File: src/rtl/traffic_phase_ctrl_if.sv
// Sensor and lamp signals of one intersection controller, grouped as a bundle.
// The controller is the slave: it samples sensors and drives lamps/status.
interface traffic_phase_ctrl_if #(
  parameter int N_PHASES = 4
);
  logic [N_PHASES-1:0]   x;
  logic [2*N_PHASES-1:0] lights;
  logic [2:0]            phase;
  logic [1:0]            state;

  modport master (output x, input lights, phase, state);
  modport slave  (input x, output lights, phase, state);
endinterface

File: src/rtl/traffic_phase_ctrl.sv
// Round-robin multi-approach signal controller: latched requests, min/max green,
// yellow and all-red clearance, rest-in-green when nobody else is waiting.
module traffic_phase_ctrl #(
  parameter int N_PHASES  = 4,
  parameter int GREEN_MIN = 4,
  parameter int GREEN_MAX = 10,
  parameter int YELLOW_T  = 3,
  parameter int ALLRED_T  = 2,
  parameter int CNT_W     = 8
) (
  input  logic clk,
  input  logic clear,
  traffic_phase_ctrl_if.slave bus
);

  typedef enum logic [1:0] {
    GREEN  = 2'd0,
    YELLOW = 2'd1,
    ALLRED = 2'd2
  } fsm_e;

  localparam logic [1:0]       LAMP_RED    = 2'd0;
  localparam logic [1:0]       LAMP_YELLOW = 2'd1;
  localparam logic [1:0]       LAMP_GREEN  = 2'd2;
  localparam logic [CNT_W-1:0] GMIN_LAST   = CNT_W'(GREEN_MIN - 1);
  localparam logic [CNT_W-1:0] GMAX_LAST   = CNT_W'(GREEN_MAX - 1);
  localparam logic [CNT_W-1:0] YEL_LAST    = CNT_W'(YELLOW_T - 1);
  localparam logic [CNT_W-1:0] AR_LAST     = CNT_W'(ALLRED_T - 1);

  fsm_e                state_q, state_d;
  logic [2:0]          p_q, p_d;
  logic [CNT_W-1:0]    t_q, t_d;
  logic [N_PHASES-1:0] req_q, req_d;

  logic                p_legal;
  logic [N_PHASES-1:0] p_onehot;
  logic                other_demand;
  logic                own_sensor;
  logic                grant_found;
  logic [2:0]          grant_idx;
  logic [2*N_PHASES-1:0] lights_w;
  logic [1:0]          lamp_code;

  assign p_legal      = int'(p_q) < N_PHASES;
  assign p_onehot     = p_legal ? (N_PHASES'(1) << p_q) : '0;
  assign other_demand = |(req_q & ~p_onehot);
  assign own_sensor   = |(bus.x & p_onehot);

  // Search p+1, p+2, ... p+N; descending k lets the nearest pending index win.
  always_comb begin
    grant_found = 1'b0;
    grant_idx   = p_q;
    for (int k = N_PHASES; k >= 1; k--) begin
      if (req_q[(int'(p_q) + k) % N_PHASES]) begin
        grant_found = 1'b1;
        grant_idx   = 3'((int'(p_q) + k) % N_PHASES);
      end
    end
  end

  always_comb begin
    // NOTE: every variable gets a default before the case so no latch is inferred.
    state_d = state_q;
    p_d     = p_q;
    t_d     = (t_q == '1) ? t_q : t_q + CNT_W'(1);
    req_d   = req_q | bus.x;

    case (state_q)
      GREEN: begin
        req_d = req_d & ~p_onehot;
        if (other_demand && t_q >= GMIN_LAST && (!own_sensor || t_q >= GMAX_LAST)) begin
          state_d = YELLOW;
          t_d     = '0;
        end else if (t_q >= GMAX_LAST) begin
          t_d = GMAX_LAST;
        end
      end
      YELLOW: begin
        if (t_q >= YEL_LAST) begin
          state_d = ALLRED;
          t_d     = '0;
        end
      end
      ALLRED: begin
        if (t_q >= AR_LAST) begin
          state_d = GREEN;
          t_d     = '0;
          if (grant_found) begin
            p_d   = grant_idx;
            req_d = req_d & ~(N_PHASES'(1) << grant_idx);
          end
        end
      end
      default: begin
        state_d = GREEN;
        p_d     = '0;
        t_d     = '0;
      end
    endcase

    if (!p_legal) begin
      state_d = GREEN;
      p_d     = '0;
      t_d     = '0;
    end
  end

  // NOTE: sequential state uses non-blocking assignments; clear acts without a clock.
  always_ff @(posedge clk or posedge clear) begin
    if (clear) begin
      state_q <= GREEN;
      p_q     <= '0;
      t_q     <= '0;
      req_q   <= '0;
    end else begin
      state_q <= state_d;
      p_q     <= p_d;
      t_q     <= t_d;
      req_q   <= req_d;
    end
  end

  // Lamps decode from registered state only, so sensors never reach outputs directly.
  always_comb begin
    lights_w  = '0;
    lamp_code = LAMP_RED;
    if (state_q == GREEN)  lamp_code = LAMP_GREEN;
    if (state_q == YELLOW) lamp_code = LAMP_YELLOW;
    for (int i = 0; i < N_PHASES; i++) begin
      if (p_legal && p_q == 3'(i)) lights_w[2*i +: 2] = lamp_code;
    end
  end

  assign bus.lights = lights_w;
  assign bus.phase  = p_q;
  assign bus.state  = state_q;

endmodule

File: src/flat_wrapper.sv
// flat-port wrapper written by rule: the top's interface ports become plain ports
module traffic_phase_ctrl_flat 
#(
  parameter int N_PHASES  = 4,
  parameter int GREEN_MIN = 4,
  parameter int GREEN_MAX = 10,
  parameter int YELLOW_T  = 3,
  parameter int ALLRED_T  = 2,
  parameter int CNT_W     = 8
)
  (clk, clear, bus_x, bus_lights, bus_phase, bus_state);
  traffic_phase_ctrl_if #(.N_PHASES(N_PHASES)) bus_i ();
  input  logic clk;
  input  logic clear;
  input wire logic [$bits(bus_i.x)-1:0] bus_x;
  output wire logic [$bits(bus_i.lights)-1:0] bus_lights;
  output wire logic [$bits(bus_i.phase)-1:0] bus_phase;
  output wire logic [$bits(bus_i.state)-1:0] bus_state;
  assign bus_i.x = bus_x;
  assign bus_lights = bus_i.lights;
  assign bus_phase = bus_i.phase;
  assign bus_state = bus_i.state;
  traffic_phase_ctrl #(.N_PHASES(N_PHASES), .GREEN_MIN(GREEN_MIN), .GREEN_MAX(GREEN_MAX), .YELLOW_T(YELLOW_T), .ALLRED_T(ALLRED_T), .CNT_W(CNT_W)) u_core (.clk(clk), .clear(clear), .bus(bus_i));
endmodule
File: config.mk
export PLATFORM = sky130hd
export DESIGN_NAME = traffic_phase_ctrl_flat
export DESIGN_NICKNAME = d
export VERILOG_FILES = /design/src/rtl/traffic_phase_ctrl_if.sv /design/src/rtl/traffic_phase_ctrl.sv /design/src/flat_wrapper.sv
export SDC_FILE = /design/constraint.sdc
export NUM_CORES = 1
export LEC_CHECK = 0
export CORE_UTILIZATION = 35
export DETAILED_ROUTE_END_ITERATION = 12
export GPL_ROUTABILITY_DRIVEN = 0
export PLACE_DENSITY = 0.56
export SLEW_MARGIN = 20
export SYNTH_ARGS = -nofsm -noshare
export SYNTH_HDL_FRONTEND = slang
export SYNTH_SLANG_ARGS = --single-unit
File: constraint.sdc
create_clock -name clk -period 2.06 [get_ports clk]
set_input_delay 0.412 -clock clk [delete_from_list [all_inputs] [get_ports clk]]
set_output_delay 0.412 -clock clk [all_outputs]
set_load 0.02 [all_outputs]
==> implementation parameters <==
Parameter                              Value

Outcome
  Result of the run    complete, no violations

Clocking
  Worst-Skew Late Latency    250 ps
  Cts bufs inserted    3
  CTS Hold Bufs    0
  Sinks on the clock net    17
  Number of buffers between clock root and the deepest sink    2
  H-tree depth reported by CTS    1
  CTS tree    yes
  Register clock-pin slew on the reported worst setup and hold paths    around 70 ps
  Cell at the root of the clock tree    sky130_fd_sc_hd__clkbuf_8

Synthesis
  Synth cell types    between 50 and 60
  Mux share of post-synthesis cell area    0%
  Main combinational cell family by area after synthesis    compound AO/OA/AOI/OAI gates
  Commonest cells in the synthesized netlist    24 x sky130_fd_sc_hd__nor2_1, 17 x sky130_fd_sc_hd__dfrtp_1, 8 x sky130_fd_sc_hd__a21oi_1, 8 x sky130_fd_sc_hd__ha_1
  Netlist area before placement    around 0.0013 mm^2
  Post-Synth XOR/XNOR Area    1.35%
  Largest area contributor in the synthesized netlist    sky130_fd_sc_hd__dfrtp_1
  Simple-gate share of the synthesized area    24.6%
  Number of register bits inferred by synthesis    17
  Count of mapped cells out of synthesis    146
  Compound-Gate Fraction of Synth Area    about 28%
  Most frequently used cell type in the post-synthesis netlist    sky130_fd_sc_hd__nor2_1
  Avg Inst Size Synth    between 8 and 9 um^2
  Area fraction of the dominant cell type after synthesis    32.9%
  Share of synthesized cell area in full adder, half adder and majority cells    between 7 and 8%
  Sequential element share of the synthesized area    between 30% and 40%
  Cell types occupying the most area after synthesis    sky130_fd_sc_hd__dfrtp_1 33%, sky130_fd_sc_hd__ha_1 7.7%, sky130_fd_sc_hd__nor2_1 7.0%, sky130_fd_sc_hd__nand2b_1 3.4%, sky130_fd_sc_hd__a21oi_1 3.1%
  Post-synth EDFFs    0
  Number of warnings issued by yosys    0
  Fraction of registers with async set or reset after synthesis    100%
  Leading register cell type out of synthesis    sky130_fd_sc_hd__dfrtp_1

Floorplanning
  Initial cell density of the core    37.6%
  Die extent in y    ~63 um
  Number of primary I/O pins    19
  Full die area    0.00394 mm^2
  Placement Rows    21
  Area of the core    0.00344 mm^2
  Die Span X    between 60 and 70 um

Place
  Port Buffers    18
  Dpl hpwl    ~2.6 mm
  Placed Instance Area    0.00159 mm^2

Critical path
  Worst-path cell with the longest stage delay    sky130_fd_sc_hd__dfrtp_1
  Critical Path Fanout Max    4
  Kind of capture point of the worst setup path    output pin
  Worst setup startpoint    u_core.bus.phase[1]$_DFFE_PP0P_
  Highest cell delay on the worst timing path    420 ps
  RR Startpoint    u_core.t_q[0]$_DFF_PP0_
  Arrival @ worst endpoint    roughly 1600 ps
  Critical path, cell by cell    inv_1 > ha_1 > nand2b_1 > nor2_1 > clkdlybuf4s15_1
  WP data required    1650 ps
  Startpoint type of the worst setup path    flip-flop
  Startpoint-to-endpoint class of the critical path    flip-flop to output pin

Timing
  Number of setup violations in the final report    0
  RSZ-0062 raised after global routing    false
  Measured slew at the worst slew-check pin    655 ps
  Hold violation total from the final report    0
  Max Clock Skew    between 3 and 4 ps
  Worst slew margin    between 50 and 60%
  Number of max-slew violations in the final report    0
  Minimum clock period    ~2000 ps
  Setup Total Neg Slack    0 ps
  Share of the clock period used by the worst path after layout    ~96%
  Maximum clock frequency    0.508 GHz

Final layout
  Fraction of final layout cells sized beyond drive strength 1    about 18%
  Area growth, synth to finish    27.4%
  Post-route standard cell area excluding fillers    around 0.0016 mm^2
  Number of antenna diodes    0
  Net count reported at finish    around 190
  Fill cell total of the finished layout    around 340

Power and ir drop
  Highest ir drop seen on vdd    approximately 0.29 mV
  Power per standard cell area    about 550 mW/mm^2
  Leakage    0.000705 uW

Drt
  Vias    1259
  Number of DRC markers in iteration 0    100
  Drt total wl    3.37 mm
  Residual DRC    0
  Routed len/inst    15.2 um
  Post-detailed-route via-to-cell ratio    around 5.7
  Number of detailed-routing iterations run before antenna repair    4
  Remaining number of nets flagged by the antenna check after routing    0

GRT
  Via count of the first global-routing pass    roughly 1200
  Largest net degree at the start of global routing    18
  Number of antenna violations at the first check in global routing    0
  Global-route wire length before repair    about 5.7 mm
  Total track usage    18.5%
  Total congestion overflow after global routing    0

Job
  Count of maximum capacitance violations    0

Hold path
  Path class of the lowest-slack min-delay path    input port to async pin
[cell families (layout without fill, tap and decap cells)]
group	after synthesis	after routing
other	1	5
xor gates and xnor gates	2	2
buffers and inverters	15	41
DFF	17	17
and+or+nand+nor	59	59
AOI/OAI and AO/OA	44	44
adders and majority gates	8	8
[layout make-up]
type,instances,area [um^2],share of cell area (%)
clock buffer,4,45.0,2.73
inverter,5,18.8,1.14
multi-input combinational,118,827,50.2
sequential,17,425,25.8
tap,46,57.6,3.49
timing repair buffer,32,274,16.6
[where the power goes]
group	switching, uW	internal, uW
combinational	151	120
clock	114	137
sequential	34.9	356
[state kept, by name, indices dropped and copies added, names as in the netlist]
register,cells
u_core.t_q,8
u_core.req_q,4
u_core.bus.phase,3
u_core.bus.state,2
[through the flow]
step / setup slack, ps / power (uW) / hold WS [ps] / cells / utilization [%]
after floorplan: 53.5 / 563 / 338 / 150 / -
after global placement: 10.4 / 666 / 615 / 217 / 46.3
after detailed placement: 8.27 / 669 / 632 / 217 / 46.3
after CTS: 0.775 / 916 / 575 / 221 / 47.3
after global routing: 5.30 / 972 / 632 / 222 / 47.9
final: 89.8 / 914 / 550 / 222 / 47.9
[worst paths after layout]
| check | end | slack (ps) | depth (start not counted) |
|---|---|---|---|
| max reg2reg | u_core.t_q[2]$_DFF_PP0_ | 100 | 6 |
| max in group asynchronous | u_core.req_q[0]$_DFF_PP0_ | 1090 | 2 |
| min reg2reg | u_core.bus.state[0]$_DFFE_PP0P_ | 660 | 2 |
| min in group clk | u_core.bus.state[0]$_DFFE_PP0P_ | 660 | 2 |
| max | bus_lights[3] | 90 | 5 |
| min | u_core.t_q[7]$_DFF_PP0_ | 550 | 2 |
[layout by cell type (no fill, tap or decap), types with 3 or more instances in the layout]
| cell type | n |
|---|---|
| sky130_fd_sc_hd__nor2_1 | 24 |
| sky130_fd_sc_hd__dfrtp_1 | 17 |
| sky130_fd_sc_hd__buf_4 | 14 |
| sky130_fd_sc_hd__clkdlybuf4s50_1 | 10 |
| sky130_fd_sc_hd__a21oi_1 | 8 |
| sky130_fd_sc_hd__nand2b_1 | 7 |
| sky130_fd_sc_hd__ha_1 | 7 |
| sky130_fd_sc_hd__o21ai_0 | 6 |
| sky130_fd_sc_hd__nor3_1 | 5 |
| sky130_fd_sc_hd__dlygate4sd2_1 | 5 |
| sky130_fd_sc_hd__conb_1 | 5 |
| sky130_fd_sc_hd__a22oi_1 | 4 |
| sky130_fd_sc_hd__nand3_1 | 4 |
| sky130_fd_sc_hd__inv_1 | 3 |
| sky130_fd_sc_hd__nand2_1 | 3 |
| sky130_fd_sc_hd__o21a_1 | 3 |
| sky130_fd_sc_hd__clkbuf_8 | 3 |
[metal layers]
| layer | GRT usage [%] | wire, um | share of wire (%) |
|---|---|---|---|
| met2 | 27.6 | 1470 | 44 |
| met5 | 0 | 0 | 0 |
| met1 | 26.7 | 1580 | 47 |
| met4 | 4.36 | 34 | 1.0 |
| met3 | 4.56 | 283 | 8.4 |
[worst max-delay path, delay by kind of cell (launching register included)]
family | cells | cell delay [ps]
adders and majority gates | 1 | 170
DFF | 1 | 420
and+or+nand+nor | 2 | 280
buffers and inverters | 2 | 440
[timing repair]
action | 4_1_cts | 5_1_grt
endpoints found under the setup margin | 8 | 6
gates resized for setup | 8 | 8
pin swaps | 0 | 3
buffers inserted | 0 | 1
No activity file was read; power rests on OpenSTA's default activity.
